**config.mk**
```make
export PLATFORM = sky130hd
export DESIGN_NAME = imem_arbiter
export DESIGN_NICKNAME = d
export VERILOG_FILES = /design/src/rtl/riscv_pkg.sv /design/src/rtl/imem_arb_prio.sv /design/src/rtl/imem_arbiter.sv
export SDC_FILE = /design/constraint.sdc
export NUM_CORES = 1
export LEC_CHECK = 0
export ABC_CLOCK_PERIOD_IN_PS = 4800
export BUFFER_PORTS_ARGS = -buffer_cell sky130_fd_sc_hd__clkbuf_2
export CORE_AREA = 2 2 175 177
export CTS_BUF_LIST = sky130_fd_sc_hd__clkbuf_8
export DETAILED_ROUTE_END_ITERATION = 6
export DIE_AREA = 0 0 177 179
export SKIP_CTS_REPAIR_TIMING = 1
export SYNTH_ARGS = -nofsm -noshare
export SYNTH_HDL_FRONTEND = slang
export SYNTH_SLANG_ARGS = --single-unit
```
**constraint.sdc**
```tcl
create_clock -name clk -period 4.8 [get_ports clk]
set_input_delay 0.96 -clock clk [delete_from_list [all_inputs] [get_ports clk]]
set_output_delay 0.96 -clock clk [all_outputs]
set_load 0.01 [all_outputs]
```
**src/rtl/riscv_pkg.sv**
```systemverilog
// Shared types for the memory-port arbiter and the load/store unit.
package riscv_pkg;

    localparam int unsigned RV_XLEN     = 64;
    localparam int unsigned RV_ADDR_W   = 32;
    localparam int unsigned RV_STRB_W   = RV_XLEN / 8;
    localparam int unsigned BURST_CNT_W = 4;

    typedef enum logic [1:0] {
        IDLE  = 2'd0,
        ISSUE = 2'd1,
        WAIT  = 2'd2,
        RESP  = 2'd3
    } arb_state_e;

    typedef enum logic {
        OWN_I = 1'b0,
        OWN_D = 1'b1
    } arb_owner_e;

    // Memory request payload; the lsu builds the same struct.
    typedef struct packed {
        logic                  we;
        logic [RV_ADDR_W-1:0]  addr;
        logic [RV_XLEN-1:0]    wdata;
        logic [RV_STRB_W-1:0]  wstrb;
    } mem_req_t;

endpackage

```
**src/rtl/imem_arb_prio.sv**
```systemverilog
// Priority pick between I and D requesters with an anti-starvation counter.
//   clk, reset   : clock, synchronous active-high reset
//   arb_en       : arbiter is in IDLE and may grant this cycle
//   i_req/i_kill : I request and flush (a killed I request is not eligible)
//   d_req        : D request
//   pick_i_c     : combinational, I wins this cycle
//   pick_d_c     : combinational, D wins this cycle
module imem_arb_prio
    import riscv_pkg::*;
#(
    parameter int unsigned D_BURST_MAX = 4
) (
    input  logic clk,
    input  logic reset,
    input  logic arb_en,
    input  logic i_req,
    input  logic i_kill,
    input  logic d_req,
    output logic pick_i_c,
    output logic pick_d_c
);

    logic [BURST_CNT_W-1:0] burst_cnt_q;
    logic                   i_elig;
    logic                   starve;

    // Fixed D priority unless I has waited out a full D burst.
    always_comb begin
        i_elig   = i_req && !i_kill;
        starve   = (burst_cnt_q >= BURST_CNT_W'(D_BURST_MAX));
        pick_i_c = 1'b0;
        pick_d_c = 1'b0;
        if (arb_en) begin
            if (d_req && i_elig) begin
                pick_i_c = starve;
                pick_d_c = !starve;
            end else begin
                pick_d_c = d_req;
                pick_i_c = i_elig;
            end
        end
    end

    // Counts D grants that went by while I was waiting; saturates rather than wraps.
    always_ff @(posedge clk) begin
        if (reset) begin
            burst_cnt_q <= '0;
        end else if (!i_req || pick_i_c) begin
            burst_cnt_q <= '0;
        end else if (pick_d_c && (burst_cnt_q != '1)) begin
            burst_cnt_q <= burst_cnt_q + BURST_CNT_W'(1);
        end
    end

endmodule

```
**src/rtl/imem_arbiter.sv**
```systemverilog
// Shares one memory port between instruction fetch (I) and load/store (D).
// One outstanding transaction; D has priority, bounded by D_BURST_MAX.
//   clk, reset                       : clock, synchronous active-high reset
//   i_req/i_addr/i_kill              : I request, address, fetch flush
//   i_gnt/i_rvalid/i_rdata/i_err     : I grant pulse and response
//   d_req/d_we/d_addr/d_wdata/d_wstrb: D request and payload
//   d_gnt/d_rvalid/d_rdata/d_err     : D grant pulse and response
//   mem_req/mem_we/mem_addr/mem_wdata/mem_wstrb : memory request (held until mem_ready)
//   mem_ready/mem_valid/mem_rdata/mem_err       : memory accept and response
// The latched payload uses the shared mem_req_t widths; XLEN/ADDR_W are
// expected to match the package.
module imem_arbiter
    import riscv_pkg::*;
#(
    parameter int unsigned XLEN        = 64,
    parameter int unsigned ADDR_W      = 32,
    parameter int unsigned D_BURST_MAX = 4
) (
    input  logic                clk,
    input  logic                reset,
    input  logic                i_req,
    input  logic [ADDR_W-1:0]   i_addr,
    input  logic                i_kill,
    output logic                i_gnt,
    output logic                i_rvalid,
    output logic [XLEN-1:0]     i_rdata,
    output logic                i_err,
    input  logic                d_req,
    input  logic                d_we,
    input  logic [ADDR_W-1:0]   d_addr,
    input  logic [XLEN-1:0]     d_wdata,
    input  logic [XLEN/8-1:0]   d_wstrb,
    output logic                d_gnt,
    output logic                d_rvalid,
    output logic [XLEN-1:0]     d_rdata,
    output logic                d_err,
    output logic                mem_req,
    output logic                mem_we,
    output logic [ADDR_W-1:0]   mem_addr,
    output logic [XLEN-1:0]     mem_wdata,
    output logic [XLEN/8-1:0]   mem_wstrb,
    input  logic                mem_ready,
    input  logic                mem_valid,
    input  logic [XLEN-1:0]     mem_rdata,
    input  logic                mem_err
);

    arb_state_e          state_q, state_d;
    arb_owner_e          owner_q, owner_d;
    logic                kill_q, kill_d;
    mem_req_t            pay_q, pay_d;
    logic                mem_req_q, mem_req_d;
    logic                i_gnt_q, i_gnt_d;
    logic                d_gnt_q, d_gnt_d;
    logic                i_rvalid_q, i_rvalid_d;
    logic                d_rvalid_q, d_rvalid_d;
    logic [XLEN-1:0]     i_rdata_q, i_rdata_d;
    logic [XLEN-1:0]     d_rdata_q, d_rdata_d;
    logic                i_err_q, i_err_d;
    logic                d_err_q, d_err_d;
    logic                resp_fire;
    logic                kill_hit;
    logic                pick_i_c;
    logic                pick_d_c;

    imem_arb_prio #(
        .D_BURST_MAX (D_BURST_MAX)
    ) u_prio (
        .clk      (clk),
        .reset    (reset),
        .arb_en   (state_q == IDLE),
        .i_req    (i_req),
        .i_kill   (i_kill),
        .d_req    (d_req),
        .pick_i_c (pick_i_c),
        .pick_d_c (pick_d_c)
    );

    // Next-state and next-output logic.
    always_comb begin
        state_d    = state_q;
        owner_d    = owner_q;
        kill_d     = kill_q;
        pay_d      = pay_q;
        mem_req_d  = mem_req_q;
        i_gnt_d    = 1'b0;
        d_gnt_d    = 1'b0;
        i_rvalid_d = 1'b0;
        d_rvalid_d = 1'b0;
        i_rdata_d  = i_rdata_q;
        i_err_d    = i_err_q;
        d_rdata_d  = d_rdata_q;
        d_err_d    = d_err_q;
        resp_fire  = 1'b0;
        kill_hit   = i_kill && (owner_q == OWN_I);

        case (state_q)
            IDLE: begin
                kill_d = 1'b0;
                if (pick_d_c) begin
                    owner_d     = OWN_D;
                    pay_d.we    = d_we;
                    pay_d.addr  = RV_ADDR_W'(d_addr);
                    pay_d.wdata = RV_XLEN'(d_wdata);
                    pay_d.wstrb = RV_STRB_W'(d_wstrb);
                    d_gnt_d     = 1'b1;
                    mem_req_d   = 1'b1;
                    state_d     = ISSUE;
                end else if (pick_i_c) begin
                    owner_d     = OWN_I;
                    pay_d.we    = 1'b0;
                    pay_d.addr  = RV_ADDR_W'(i_addr);
                    pay_d.wdata = '0;
                    pay_d.wstrb = '0;
                    i_gnt_d     = 1'b1;
                    mem_req_d   = 1'b1;
                    state_d     = ISSUE;
                end
            end
            ISSUE: begin
                kill_d = kill_q | kill_hit;
                if (mem_ready) begin
                    mem_req_d = 1'b0;
                    resp_fire = mem_valid;
                    state_d   = mem_valid ? RESP : WAIT;
                end
            end
            WAIT: begin
                kill_d = kill_q | kill_hit;
                if (mem_valid) begin
                    resp_fire = 1'b1;
                    state_d   = RESP;
                end
            end
            RESP: begin
                kill_d  = 1'b0;
                state_d = IDLE;
            end
            default: begin
                state_d = IDLE;
            end
        endcase

        // Response is registered so x_rvalid is high exactly in RESP; a kill
        // arriving in the same cycle as mem_valid still drops the I response.
        if (resp_fire) begin
            if (owner_q == OWN_D) begin
                d_rvalid_d = 1'b1;
                d_rdata_d  = mem_rdata;
                d_err_d    = mem_err;
            end else if (!(kill_q || kill_hit)) begin
                i_rvalid_d = 1'b1;
                i_rdata_d  = mem_rdata;
                i_err_d    = mem_err;
            end
        end
    end

    // State and output registers.
    always_ff @(posedge clk) begin
        if (reset) begin
            state_q    <= IDLE;
            owner_q    <= OWN_I;
            kill_q     <= 1'b0;
            pay_q      <= '0;
            mem_req_q  <= 1'b0;
            i_gnt_q    <= 1'b0;
            d_gnt_q    <= 1'b0;
            i_rvalid_q <= 1'b0;
            d_rvalid_q <= 1'b0;
            i_rdata_q  <= '0;
            d_rdata_q  <= '0;
            i_err_q    <= 1'b0;
            d_err_q    <= 1'b0;
        end else begin
            state_q    <= state_d;
            owner_q    <= owner_d;
            kill_q     <= kill_d;
            pay_q      <= pay_d;
            mem_req_q  <= mem_req_d;
            i_gnt_q    <= i_gnt_d;
            d_gnt_q    <= d_gnt_d;
            i_rvalid_q <= i_rvalid_d;
            d_rvalid_q <= d_rvalid_d;
            i_rdata_q  <= i_rdata_d;
            d_rdata_q  <= d_rdata_d;
            i_err_q    <= i_err_d;
            d_err_q    <= d_err_d;
        end
    end

    assign i_gnt     = i_gnt_q;
    assign i_rvalid  = i_rvalid_q;
    assign i_rdata   = i_rdata_q;
    assign i_err     = i_err_q;
    assign d_gnt     = d_gnt_q;
    assign d_rvalid  = d_rvalid_q;
    assign d_rdata   = d_rdata_q;
    assign d_err     = d_err_q;
    assign mem_req   = mem_req_q;
    assign mem_we    = pay_q.we;
    assign mem_addr  = ADDR_W'(pay_q.addr);
    assign mem_wdata = XLEN'(pay_q.wdata);
    assign mem_wstrb = (XLEN/8)'(pay_q.wstrb);

endmodule

```
After elaboration in Yosys (flattened, before gate mapping)
Cells that the tools add are included.
- word-level logic and storage cells: 81
- memories kept: 0
- register bits: 248
- RAM bits: 0
- input port bits: 209
- ROM bits: 0
- bits in latches: 0
- bitwise operators: 5
- eq/ne operators: 7
- div/mod/pow operators: 0
- muxes and demuxes: 26
- multipliers: 0
- reduce and logical (&&, ||, !) cells: 24
- shift-type cells: 0
- add/subtract/negate cells: 1
- order comparisons: 1
- operators by type and width (kind ; number):
    two-way mux 105 bit ; 2
    two-way mux 1 bit ; 16
    OR reduction 2 bit ; 5
    AND reduction 3 bit ; 3
    two-way mux 2 bit ; 4
    case mux 2 bit (4 select lines) ; 1
    case mux 1 bit (2 select lines) ; 3
    OR reduction 3 bit ; 2
    adder 4 x 1 -> 4 bit (second input constant) ; 1
    == test 2 bit (second input constant) ; 2
    >= comparator 4 x 3 -> 1 bit (second input constant) ; 1
    logical AND 1 bit ; 4
    != test 2 bit (second input constant) ; 2
    != test 4 bit (second input constant) ; 1
    inverter 1 bit ; 4
    AND reduction 2 bit ; 2
    nonzero test 2 bit ; 2
    zero test 1 bit ; 3
    != test 3 bit (second input constant) ; 1
    == test 2 x 1 -> 1 bit (second input constant) ; 1
    zero test 2 bit ; 1
    logical OR 1 bit ; 2
    OR 1 bit ; 1

Logic depth before layout (Yosys ltp)
Gate-level depths: netlist (run 1).
- word-level depth: 8
- depth in mapped cells: 8
- mapped depth without buffers: 6

By module
Synthesis (run 1) repeated with hierarchy kept, for this count alone.
- cells, all modules: 1035
- area total of the unflattened synthesis: 10137.2 sq um
- modules (own cells, without submodules) (module ; area an instance (sq um) ; seq. area each (sq um) ; times used ; cells each):
    imem_arbiter ; 9904.5 ; 4884.7 ; 1 ; 1006
    imem_arb_prio ; 232.7 ; 80.1 ; 1 ; 29

Worst setup path before layout (run 1)
No wires, ideal clock.
- kind: input-to-reg
- start point: in mem_ready
- end point: reg d_rdata_q[14] (netlist: d_rdata[14])
- data arrival time: 1.937 ns
- stages: 6
- path slack: 2.792 ns
- path buffers: 2
- cells stage by stage: and2_1 -> o2111ai_1 -> buf_2 -> buf_2 -> nand2_1 -> a21oi_1
- longest elaborated chain between the ends: 3
- ends and longest elaborated chain (what ; line ; source):
    start: declaration ; imem_arbiter.sv:42 ; input logic mem_ready,
    two-way mux 1 bit ; imem_arbiter.sv:122 ; if (mem_ready) begin
    case mux 1 bit (2 select lines) ; imem_arbiter.sv:97 ; case (state_q)
    AND reduction 2 bit (no source line) ; - ;
    end signal: assignment ; imem_arbiter.sv:186 ; d_rdata_q <= d_rdata_d;
    end: declaration ; imem_arbiter.sv:58 ; logic [XLEN-1:0] d_rdata_q, d_rdata_d;
No other way between the ends.
A chain may end at the register's enable or synchronous reset.

Final worst setup path (run 1)
- start point: reg state_q[0]
- end point: reg pay_q, in the netlist mem_addr[5]
- longest elaborated chain between the ends: 4
- elaborated cells on any way between the ends: 6
- ends and longest elaborated chain (what ; line ; source):
    start: declaration ; imem_arbiter.sv:48 ; arb_state_e state_q, state_d;
    start signal: assignment ; imem_arbiter.sv:176 ; state_q <= state_d;
    zero test 2 bit * ; imem_arbiter.sv:71, imem_arbiter.sv:97 ;
    two-way mux 1 bit ; imem_arb_prio.sv:33 ; if (arb_en) begin
    nonzero test 2 bit (no source line) ; - ;
    AND reduction 2 bit (no source line) ; - ;
    end signal: assignment ; imem_arbiter.sv:179 ; pay_q <= pay_d;
    end: declaration ; imem_arbiter.sv:51 ; mem_req_t pay_q, pay_d;
Every way passes the cells marked *; elsewhere a longest branch is shown, timed or not.

==> results.py, run 1 <==
metrics = {
    "status": {
        "status": "finished clean",
    },
    "drt": {
        "vias": 8840,
        "vias_per_cell": 4.66,
        "drt_iter0_drc": 545,
        "drt_wl_total_um": 29300,
        "wl_per_cell_um": 15.4,
        "drc": 0,
        "antenna_left": 0,
        "drtPass1Iterations": 7,
    },
    "timing": {
        "relSlewSlack_pct": 38.5,
        "finalCriticalPeriod_ps": 2560,
        "worstMarginPinSlew_ps": 922,
        "post-route-period-util_pct": 53.4,
        "fmax_ghz": 0.390,
        "maxSlewViolCount": 0,
        "final-setup-viol-count": 0,
        "finalSetupTns_ps": 0,
        "fin_skew_ps": 17.6,
        "rsz0062_at_grt": "no",
        "hold_viol": 0,
    },
    "worst_setup_path": {
        "cp-start-kind": "flip-flop",
        "r2r_start": "state_q[0]",
        "worst_setup_path_end_kind": "flip-flop",
        "arrival_ps": 2990,
        "cp.required_ps": 5230,
        "crit_start": "state_q[0]",
        "cp_max_fo": 78,
        "path_class": "flip-flop to flip-flop",
    },
    "place": {
        "place_inst": 1828,
        "dpl_cell_area_um2": 11400,
        "gp_congestion": 0.796,
        "dpl.hpwl_um": 20200,
        "io_buffers": 448,
    },
    "yosys": {
        "synthArstFlopShare_pct": 0,
        "synth_nets": 1271,
        "synth.distinct_cells": 38,
        "syn_area_um2": 8860,
        "synthTopCellsByArea": "dfxtp_1 56%, nand2_1 12%, a21oi_1 9.4%",
        "syn_inst": 1057,
        "synth_edf_count": 0,
        "ys_seq_area_share_pct": 56.0,
        "synth.avg_cell_area_um2": 8.38,
        "ys_warn_count": 0,
        "yosysTopAreaCell": "dfxtp_1",
        "ys.flop_type": "dfxtp_1",
        "ys_ff_latch": 248,
        "yosysTopAreaCellShare_pct": 56.0,
    },
    "layout": {
        "fin_util_pct": 40.5,
        "nNetsFinal": 1691,
        "postLayoutCellArea_um2": 12200,
        "diodes": 0,
        "drive_above_1_share_pct": 34.9,
        "final_common_cell": "clkbuf_2",
        "syn_to_final_growth_pct": 37.2,
        "fin_cells": 1898,
        "layout_common_cells": "447 x clkbuf_2, 294 x nand2_1, 248 x dfxtp_1",
        "fillerInstances": 3094,
    },
    "floorplanning": {
        "die_w_um": 177,
        "core_um2": 30000,
        "dieArea_um2": 31700,
        "start_util_pct": 29.5,
        "num_rows": 64,
        "die_h_um": 179,
        "io_pins": 449,
    },
    "clock_tree": {
        "root_buffer": "clkbuf_8",
        "clk_pin_slew_ps": 60,
        "cts_buffers": 43,
        "tritoncts": "done",
        "clock-sinks": 248,
        "h-tree-depth": 2,
        "worstSkewPairLatency_ps": 540,
        "clockBufferDepth": 3,
    },
    "global_route": {
        "grt_pass1_vias": 8282,
        "antenna_found_initial": 0,
        "track_usage_pct": 17.4,
        "grt_pass1_wl_um": 44300,
        "grt_max_degree": 122,
        "overflow": 0,
    },
    "power_and_ir_drop": {
        "peakVddDrop_mv": 0.266,
        "p_leak_uw": 0.00544,
        "total_power_uw": 5850,
        "powerDensity_nw_per_um2": 482,
    },
    "worst_hold_path": {
        "min-delay-start": "d_rdata[2]",
        "holdCritPathClass": "flip-flop to flip-flop",
    },
    "job": {
        "maxCapViolCount": 0,
    },
}
==> critical path: stages (launching register included) <==
cell	delay, ps
dfxtp_1	350
inv_1	100
ha_1	320
nand2_1	190
a21oi_4	730
buf_12	380
a21oi_1	120
a211oi_1	250
==> sequential cells by signal (all words and copies together) (netlist names), 2 cells and up <==
register	flops
mem_addr	32
i_rdata	64
u_prio.burst_cnt_q	4
mem_wstrb	8
d_rdata	64
state_q	2
mem_wdata	64
==> cell families after synthesis <==
kind of cell / after synthesis / synth area share, %
xor gates and xnor gates: 1 / 0.0989
AOI/OAI and AO/OA: 288 / 20.0
and+or+nand+nor: 424 / 18.4
buffers and inverters: 89 / 4.52
DFF: 248 / 56.0
adders and majority gates: 5 / 0.706
muxes: 2 / 0.226
==> routing by layer <==
layer  GRT usage (%)  part of all wire (%)  vias to the layer above
met5               0                     0                        -
met4            6.75                   3.0                        0
met1            21.3                    41                     4049
met3            5.03                   7.7                       63
li1                -                     -                     4389
met2            29.0                    49                      339
==> report_power, final <==
part / internal, µW / switching (µW) / total, µW
clock: 923 / 835 / 1760
combinational: 611 / 998 / 1610
sequential: 2340 / 152 / 2490
total: 3870 / 1980 / 5850
==> cell usage after synthesis, drive strengths merged, types with 2 or more instances <==
library cell	count
nand2	294
dfxtp	248
a21oi	167
nor2	115
a22oi	73
buf	42
clkbuf	42
a211oi	33
ha	5
inv	5
nor2b	3
nor3	3
a21o	2
mux2i	2
nand3	2
o2111a	2
o2111ai	2
o21ai	2
==> cell type report <==
class | instances | area (µm²) | area share [%]
clock buffers | 49 | 674 | 5.55
clock inverters | 21 | 92.6 | 0.762
inverters | 5 | 18.8 | 0.154
multi-input cells | 720 | 3540 | 29.1
flip-flops and latches | 248 | 4960 | 40.8
well taps | 396 | 495 | 4.08
repair buffers | 459 | 2370 | 19.5
==> stage by stage <==
stage	worst slack, ps	hold slack, ps
finish	2240	452
global route	2000	466
CTS	2200	454
detailed placement	1660	445
global placement	1740	441
floorplan	2790	475
==> path summary, 6_finish.rpt <==
check | endpoint | cells after the start | slack (ps)
setup / recovery | mem_addr[5] | 7 | 2240
hold / removal | d_rdata[2] | 2 | 450
setup reg to reg | mem_addr[5] | 7 | 2240
hold reg to reg | d_rdata[2] | 2 | 450
Note: power is estimated with default switching activity, not from simulation.
==> run 2: changes to the inputs <==
Settings changed: ABC_CLOCK_PERIOD_IN_PS 4800 to 2600, CORE_AREA 2 2 175 177 to 2 2 172 174, DIE_AREA 0 0 177 179 to 0 0 174 176.
Clock period 4.8 ns to 2.6 ns, I/O delays scaled along.
==> run 2 against run 1 <==
Flip-flop and latch count is the same. Clock skew shrank 8.4 ps. Non-clock buffer count grew 21. Via count grew 2.2%. Power grew 92%.
==> results.py, run 2 (synthesis results as in run 1) <==
metrics = {
    "clock_tree": {
        "root_buffer": "clkbuf_8",
        "clk_pin_slew_ps": 60,
        "clock-sinks": 248,
        "worstSkewPairLatency_ps": 530,
        "h-tree-depth": 2,
        "cts_buffers": 44,
        "tritoncts": "done",
        "clockBufferDepth": 3,
    },
    "global_route": {
        "grt.busiest_layer": "met2",
        "met3_usage_pct": 4.82,
        "antenna_found_initial": 0,
        "track_usage_pct": 18.7,
        "grt_util_met1_pct": 22.7,
        "grt_pass1_wl_um": 46400,
        "overflow": 0,
        "grt_pass1_vias": 8515,
        "grt_max_degree": 87,
        "grt_util_met2_pct": 31.8,
    },
    "timing": {
        "finalSetupTns_ps": 0,
        "maxSlewViolCount": 0,
        "relSlewSlack_pct": 59.4,
        "fin_skew_ps": 9.23,
        "hold_viol": 0,
        "fmax_ghz": 0.466,
        "finalCriticalPeriod_ps": 2140,
        "final-setup-viol-count": 0,
        "worst_slack_ps": 456,
        "post-route-period-util_pct": 82.5,
        "rsz0062_at_grt": "no",
        "worstMarginPinSlew_ps": 609,
    },
    "layout": {
        "final_common_cell": "clkbuf_2",
        "fillerInstances": 2965,
        "syn_to_final_growth_pct": 41.1,
        "layout_common_cells": "447 x clkbuf_2, 294 x nand2_1, 248 x dfxtp_1",
        "drive_above_1_share_pct": 36.0,
        "diodes": 0,
        "nNetsFinal": 1713,
    },
    "power_and_ir_drop": {
        "swShare_pct": 33.6,
        "peakVddDrop_mv": 0.428,
        "internal_power_uw": 7470,
        "total_power_uw": 11200,
        "power.net_switching_uw": 3780,
        "pwr-share-seq_pct": 40.9,
        "combPwrFrac_pct": 27.5,
        "powerDensity_nw_per_um2": 899,
        "p_leak_uw": 0.00563,
        "clockPowerShare_pct": 31.6,
    },
    "drt": {
        "drt_wl_total_um": 30200,
        "vias": 9031,
        "vias_per_cell": 4.72,
        "antenna_left": 0,
        "drt_iter0_drc": 522,
        "drc": 0,
        "drtPass1Iterations": 5,
        "wl_per_cell_um": 15.8,
    },
    "worst_setup_path": {
        "arrival_ps": 2590,
        "cp_max_fo": 65,
        "r2r_end": "mem_addr[2]",
        "r2r_start": "state_q[0]",
        "worst_setup_path_end_kind": "flip-flop",
        "r2r_cells": 7,
        "cp.required_ps": 3040,
        "crit_path_end": "mem_addr[2]",
        "cp-start-kind": "flip-flop",
        "reg2reg_setup_slack_ps": 460,
        "crit_start": "state_q[0]",
        "path_class": "flip-flop to flip-flop",
    },
    "floorplanning": {
        "dieArea_um2": 30600,
        "num_rows": 62,
        "io_pins": 449,
        "die_w_um": 174,
        "die_h_um": 176,
        "core_um2": 28500,
        "start_util_pct": 31.0,
    },
    "job": {
        "maxCapViolCount": 0,
    },
    "worst_hold_path": {
        "holdCritPathClass": "input pin to flip-flop",
    },
    "place": {
        "dpl.hpwl_um": 21700,
        "io_buffers": 448,
        "post-place-ws_ps": 448,
        "gp_congestion": 0.873,
    },
    "status": {
        "status": "finished clean",
    },
}
## run 2: cell types whose count changed in the layout (fill, tap and decap cells not counted)
cell,change
buf_12,+9
clkinv_2,+1
buf_4,+12
clkbuf_8,+4
inv_1,+1
bufinv_16,+1
## run 2: per-layer routing
layer,wire length (µm),vias to the layer above
li1,-,4455
met1,12600,4188
met2,14500,319
met3,2090,69
met4,1050,0
met5,0,-
## run 2: power groups by stage
stage | logic, µW | clock network, µW | registers (µW)
5_1_grt | 3400 | 3850 | 4650
6_report | 3090 | 3550 | 4600
3_5_place_dp | 3110 | 0 | 4670
2_1_floorplan | 1660 | 0 | 4860
3_3_place_gp | 3070 | 0 | 4660
4_1_cts | 3110 | 3670 | 4600
## run 2: per-stage QoR
stage | instances | utilization [%] | hold WS [ps] | instance area [µm²]
6_report | 1914 | 43.8 | 209 | 12500
3_3_place_gp | 1837 | 40.8 | 441 | 11600
4_1_cts | 1914 | 43.8 | 171 | 12500
3_5_place_dp | 1837 | 40.8 | 446 | 11600
5_1_grt | 1914 | 43.8 | 188 | 12500
2_1_floorplan | 1057 | - | 475 | 8860
## run 2: critical path: stages, from the launching register on
cell      delay, ps
dfxtp_1         350
inv_1           100
ha_1            350
nand2_1         180
a21oi_4         390
buf_12          320
a21oi_1         110
a211oi_1        230
## run 2: worst min path at each step
stage,from,endpoint,slack [ps],cells after the start
after global routing,i_addr[21],mem_addr[21],190,3
after CTS,i_addr[0],mem_addr[0],170,3
after detailed placement,i_rdata[39],i_rdata[39],450,2
after global placement,d_rdata[2],d_rdata[2],440,2
final,i_addr[0],mem_addr[0],210,3
after floorplan,u_prio.burst_cnt_q[3],u_prio.burst_cnt_q[3],470,2
## run 2: layout make-up
type                            count  area [µm²]  area share, %
Sequential cell                   248        4960           39.7
Clock buffer                       53         729           5.83
Timing Repair Buffer              480        2640           21.1
Multi-Input combinational cell    720        3540           28.3
Tap cell                          384         480           3.84
Inverter                            5        18.8          0.150
Clock inverter                     24         131           1.05
==> run 3: changes to the inputs <==
Settings changed: ABC_AREA set to 1, ABC_CLOCK_PERIOD_IN_PS 2600 to 2200, CORE_AREA 2 2 172 174 to 2 2 173 175, DIE_AREA 0 0 174 176 to 0 0 175 177.
Clock period 2.6 ns to 2.2 ns, I/O delays scaled along.
==> run 3 against run 2 <==
Combinational power grew 29%. Clock power grew 17%. Via count up 10%. Critical endpoint is now i_rdata[9]. Largest cell class unchanged. Largest power group unchanged. Highest routed layer unchanged.
==> results.py, run 3 <==
metrics = {
    "worst_setup_path": {
        "cp_num_cells": 9,
        "slowest_delay_ps": 410,
        "crit_top_cell": "buf_12",
        "worstPathCellList": "inv_1 -> ha_1 -> nand2_1 -> a21oi_4 -> nand2_2 -> buf_12 -> buf_12 -> o21ai_0 -> nor2_1",
        "cp_max_fo": 29,
        "r2r_cells": 9,
        "cp.required_ps": 2630,
        "worst_setup_path_end_kind": "flip-flop",
        "path_class": "flip-flop to flip-flop",
        "cp-start-kind": "flip-flop",
        "cp_slowest_cell": "dfxtp_1",
        "critical_path.top_delay_family": "buffers and inverters",
        "arrival_ps": 2380,
        "timing.critical_path.buf_inv": 3,
    },
    "global_route": {
        "grt_pass1_vias": 9212,
        "grt_max_degree": 75,
        "track_usage_pct": 19.5,
        "grt_pass1_wl_um": 48700,
        "overflow": 0,
        "antenna_found_initial": 1,
    },
    "clock_tree": {
        "worstSkewPairLatency_ps": 540,
        "clock-sinks": 248,
        "clockBufferDepth": 3,
        "h-tree-depth": 2,
        "root_buffer": "clkbuf_8",
        "cts_buffers": 44,
        "tritoncts": "done",
        "clk_pin_slew_ps": 60,
    },
    "status": {
        "status": "finished clean",
    },
    "yosys": {
        "yosysTopAreaCell": "dfxtp_1",
        "yosysMostFrequentCell": "nand2_1",
        "yosysTopAreaCellShare_pct": 51.2,
        "synth.distinct_cells": 27,
        "ys_ff_latch": 248,
        "synth_nets": 1510,
        "synth.avg_cell_area_um2": 7.48,
        "synthTopCellsByArea": "dfxtp_1 51%, nand2_1 14%, nand3_1 9.4%",
        "ys_seq_area_share_pct": 51.2,
        "synthTopCellsByCount": "362 x nand2_1, 248 x dfxtp_1, 183 x nand3_1, 142 x nor2_1, 74 x inv_1",
        "syn_area_um2": 9700,
        "synth_edf_count": 0,
        "synthArstFlopShare_pct": 0,
        "ys.flop_type": "dfxtp_1",
        "ys_warn_count": 0,
        "syn_inst": 1296,
    },
    "layout": {
        "multi_input_area_um2": 3900,
        "drive_above_1_share_pct": 31.5,
        "fillerInstances": 3066,
        "syn_to_final_growth_pct": 35.4,
        "nNetsFinal": 1939,
        "seq_area_um2": 4970,
        "final_common_cell": "clkbuf_2",
        "layout_common_cells": "448 x clkbuf_2, 361 x nand2_1, 247 x dfxtp_1",
    },
    "timing": {
        "finalSetupTns_ps": 0,
        "relSlewSlack_pct": 57.9,
        "fmax_ghz": 0.513,
        "worstMarginPinSlew_ps": 632,
        "finalCriticalPeriod_ps": 1950,
        "hold_viol": 0,
        "maxSlewViolCount": 0,
        "final-setup-viol-count": 0,
        "whs_ps": 84.3,
        "fin_skew_ps": 10.6,
        "post-route-period-util_pct": 88.6,
        "rsz0062_at_grt": "no",
    },
    "drt": {
        "drt_iter0_drc": 437,
        "antenna_left": 0,
        "drc": 0,
        "vias": 9961,
        "drtPass1Iterations": 4,
        "wl_per_cell_um": 14.8,
        "drt_wl_total_um": 31700,
        "vias_per_cell": 4.64,
    },
    "power_and_ir_drop": {
        "peakVddDrop_mv": 0.569,
        "p_leak_uw": 0.00679,
        "powerDensity_nw_per_um2": 1030,
    },
    "floorplanning": {
        "die_h_um": 177,
        "dieArea_um2": 31000,
        "core_um2": 29200,
        "die_w_um": 175,
        "start_util_pct": 33.2,
        "num_rows": 63,
        "io_pins": 449,
    },
    "place": {
        "dpl.hpwl_um": 22900,
        "io_buffers": 448,
        "gp_congestion": 0.830,
    },
    "worst_hold_path": {
        "holdCritPathClass": "input pin to flip-flop",
        "min_path_cells": 3,
    },
    "job": {
        "maxCapViolCount": 0,
    },
}
==> run 3: cell count changes after synthesis, sizes merged, moves of 33 or more <==
cell    before  now
o21ai        2   66
nand2      294  365
a22oi       73    0
inv          5   79
nand3        2  183
a21oi      167   72
a211oi      33    0
==> run 3: layout make-up <==
type	count	area share (%)
inverter	80	2.31
antenna	1	0.0191
clock buffer	55	5.76
clock inverter	23	0.838
tap	390	3.71
timing repair buffer	477	19.9
multi-input combinational	874	29.7
sequential	248	37.8
==> run 3: logic make-up (layout without fill, tap and decap cells) <==
group	count (synthesis)	count (layout)	share of synthesized area, %
other	0	1	0
adder cells (fa/ha/maj)	5	5	0.645
XOR/XNOR	1	1	0.0903
AND/OR/NAND/NOR	729	729	32.1
AO/OA/AOI/OAI	139	139	7.31
flip-flops	248	248	51.2
buffers and inverters	174	635	8.64
==> run 3: worst paths after layout <==
kind	from	endpoint	slack, ps
worst max-delay path	state_q[0]	i_rdata[9]	250
worst min-delay path	d_wdata[25]	mem_wdata[25]	80
worst max register to register	state_q[0]	i_rdata[9]	250
worst min register to register	mem_wdata[16]	mem_wdata[16]	450
==> run 3: through the flow <==
step | power (µW) | setup WS (ps) | utilization, % | std cells | cell area [µm²]
4_1_cts | 13800 | 209 | 44.9 | 2147 | 13100
6_report | 13500 | 250 | 44.9 | 2148 | 13100
5_1_grt | 14400 | 41.0 | 44.9 | 2148 | 13100
2_1_floorplan | 8040 | 593 | - | 1296 | 9700
3_5_place_dp | 9540 | 216 | 41.9 | 2069 | 12300
3_3_place_gp | 9490 | 349 | 41.9 | 2069 | 12300
==> run 3: worst register-to-register path, stage by stage, from the launching register on <==
cell	delay [ps]
dfxtp_1	410
inv_1	110
ha_1	300
nand2_1	80
a21oi_4	140
nand2_2	160
buf_12	210
buf_12	170
o21ai_0	200
nor2_1	60
==> run 3: per-layer routing <==
| metal | vias up | track usage, % | wire, µm |
|---|---|---|---|
| li1 | 4996 | - | - |
| met1 | 4499 | 23.1 | 13000 |
| met2 | 398 | 33.4 | 15200 |
| met3 | 68 | 6.04 | 2700 |
| met4 | 0 | 6.91 | 835 |
| met5 | - | 0 | 0 |
==> run 3: power breakdown <==
| group | leakage (µW) | switching [µW] | internal, µW |
|---|---|---|---|
| Clock | 0.000503 | 1880 | 2260 |
| Sequential | 0.00202 | 319 | 5100 |
| Combinational | 0.00426 | 2500 | 1490 |
| Total | 0.00679 | 4690 | 8850 |
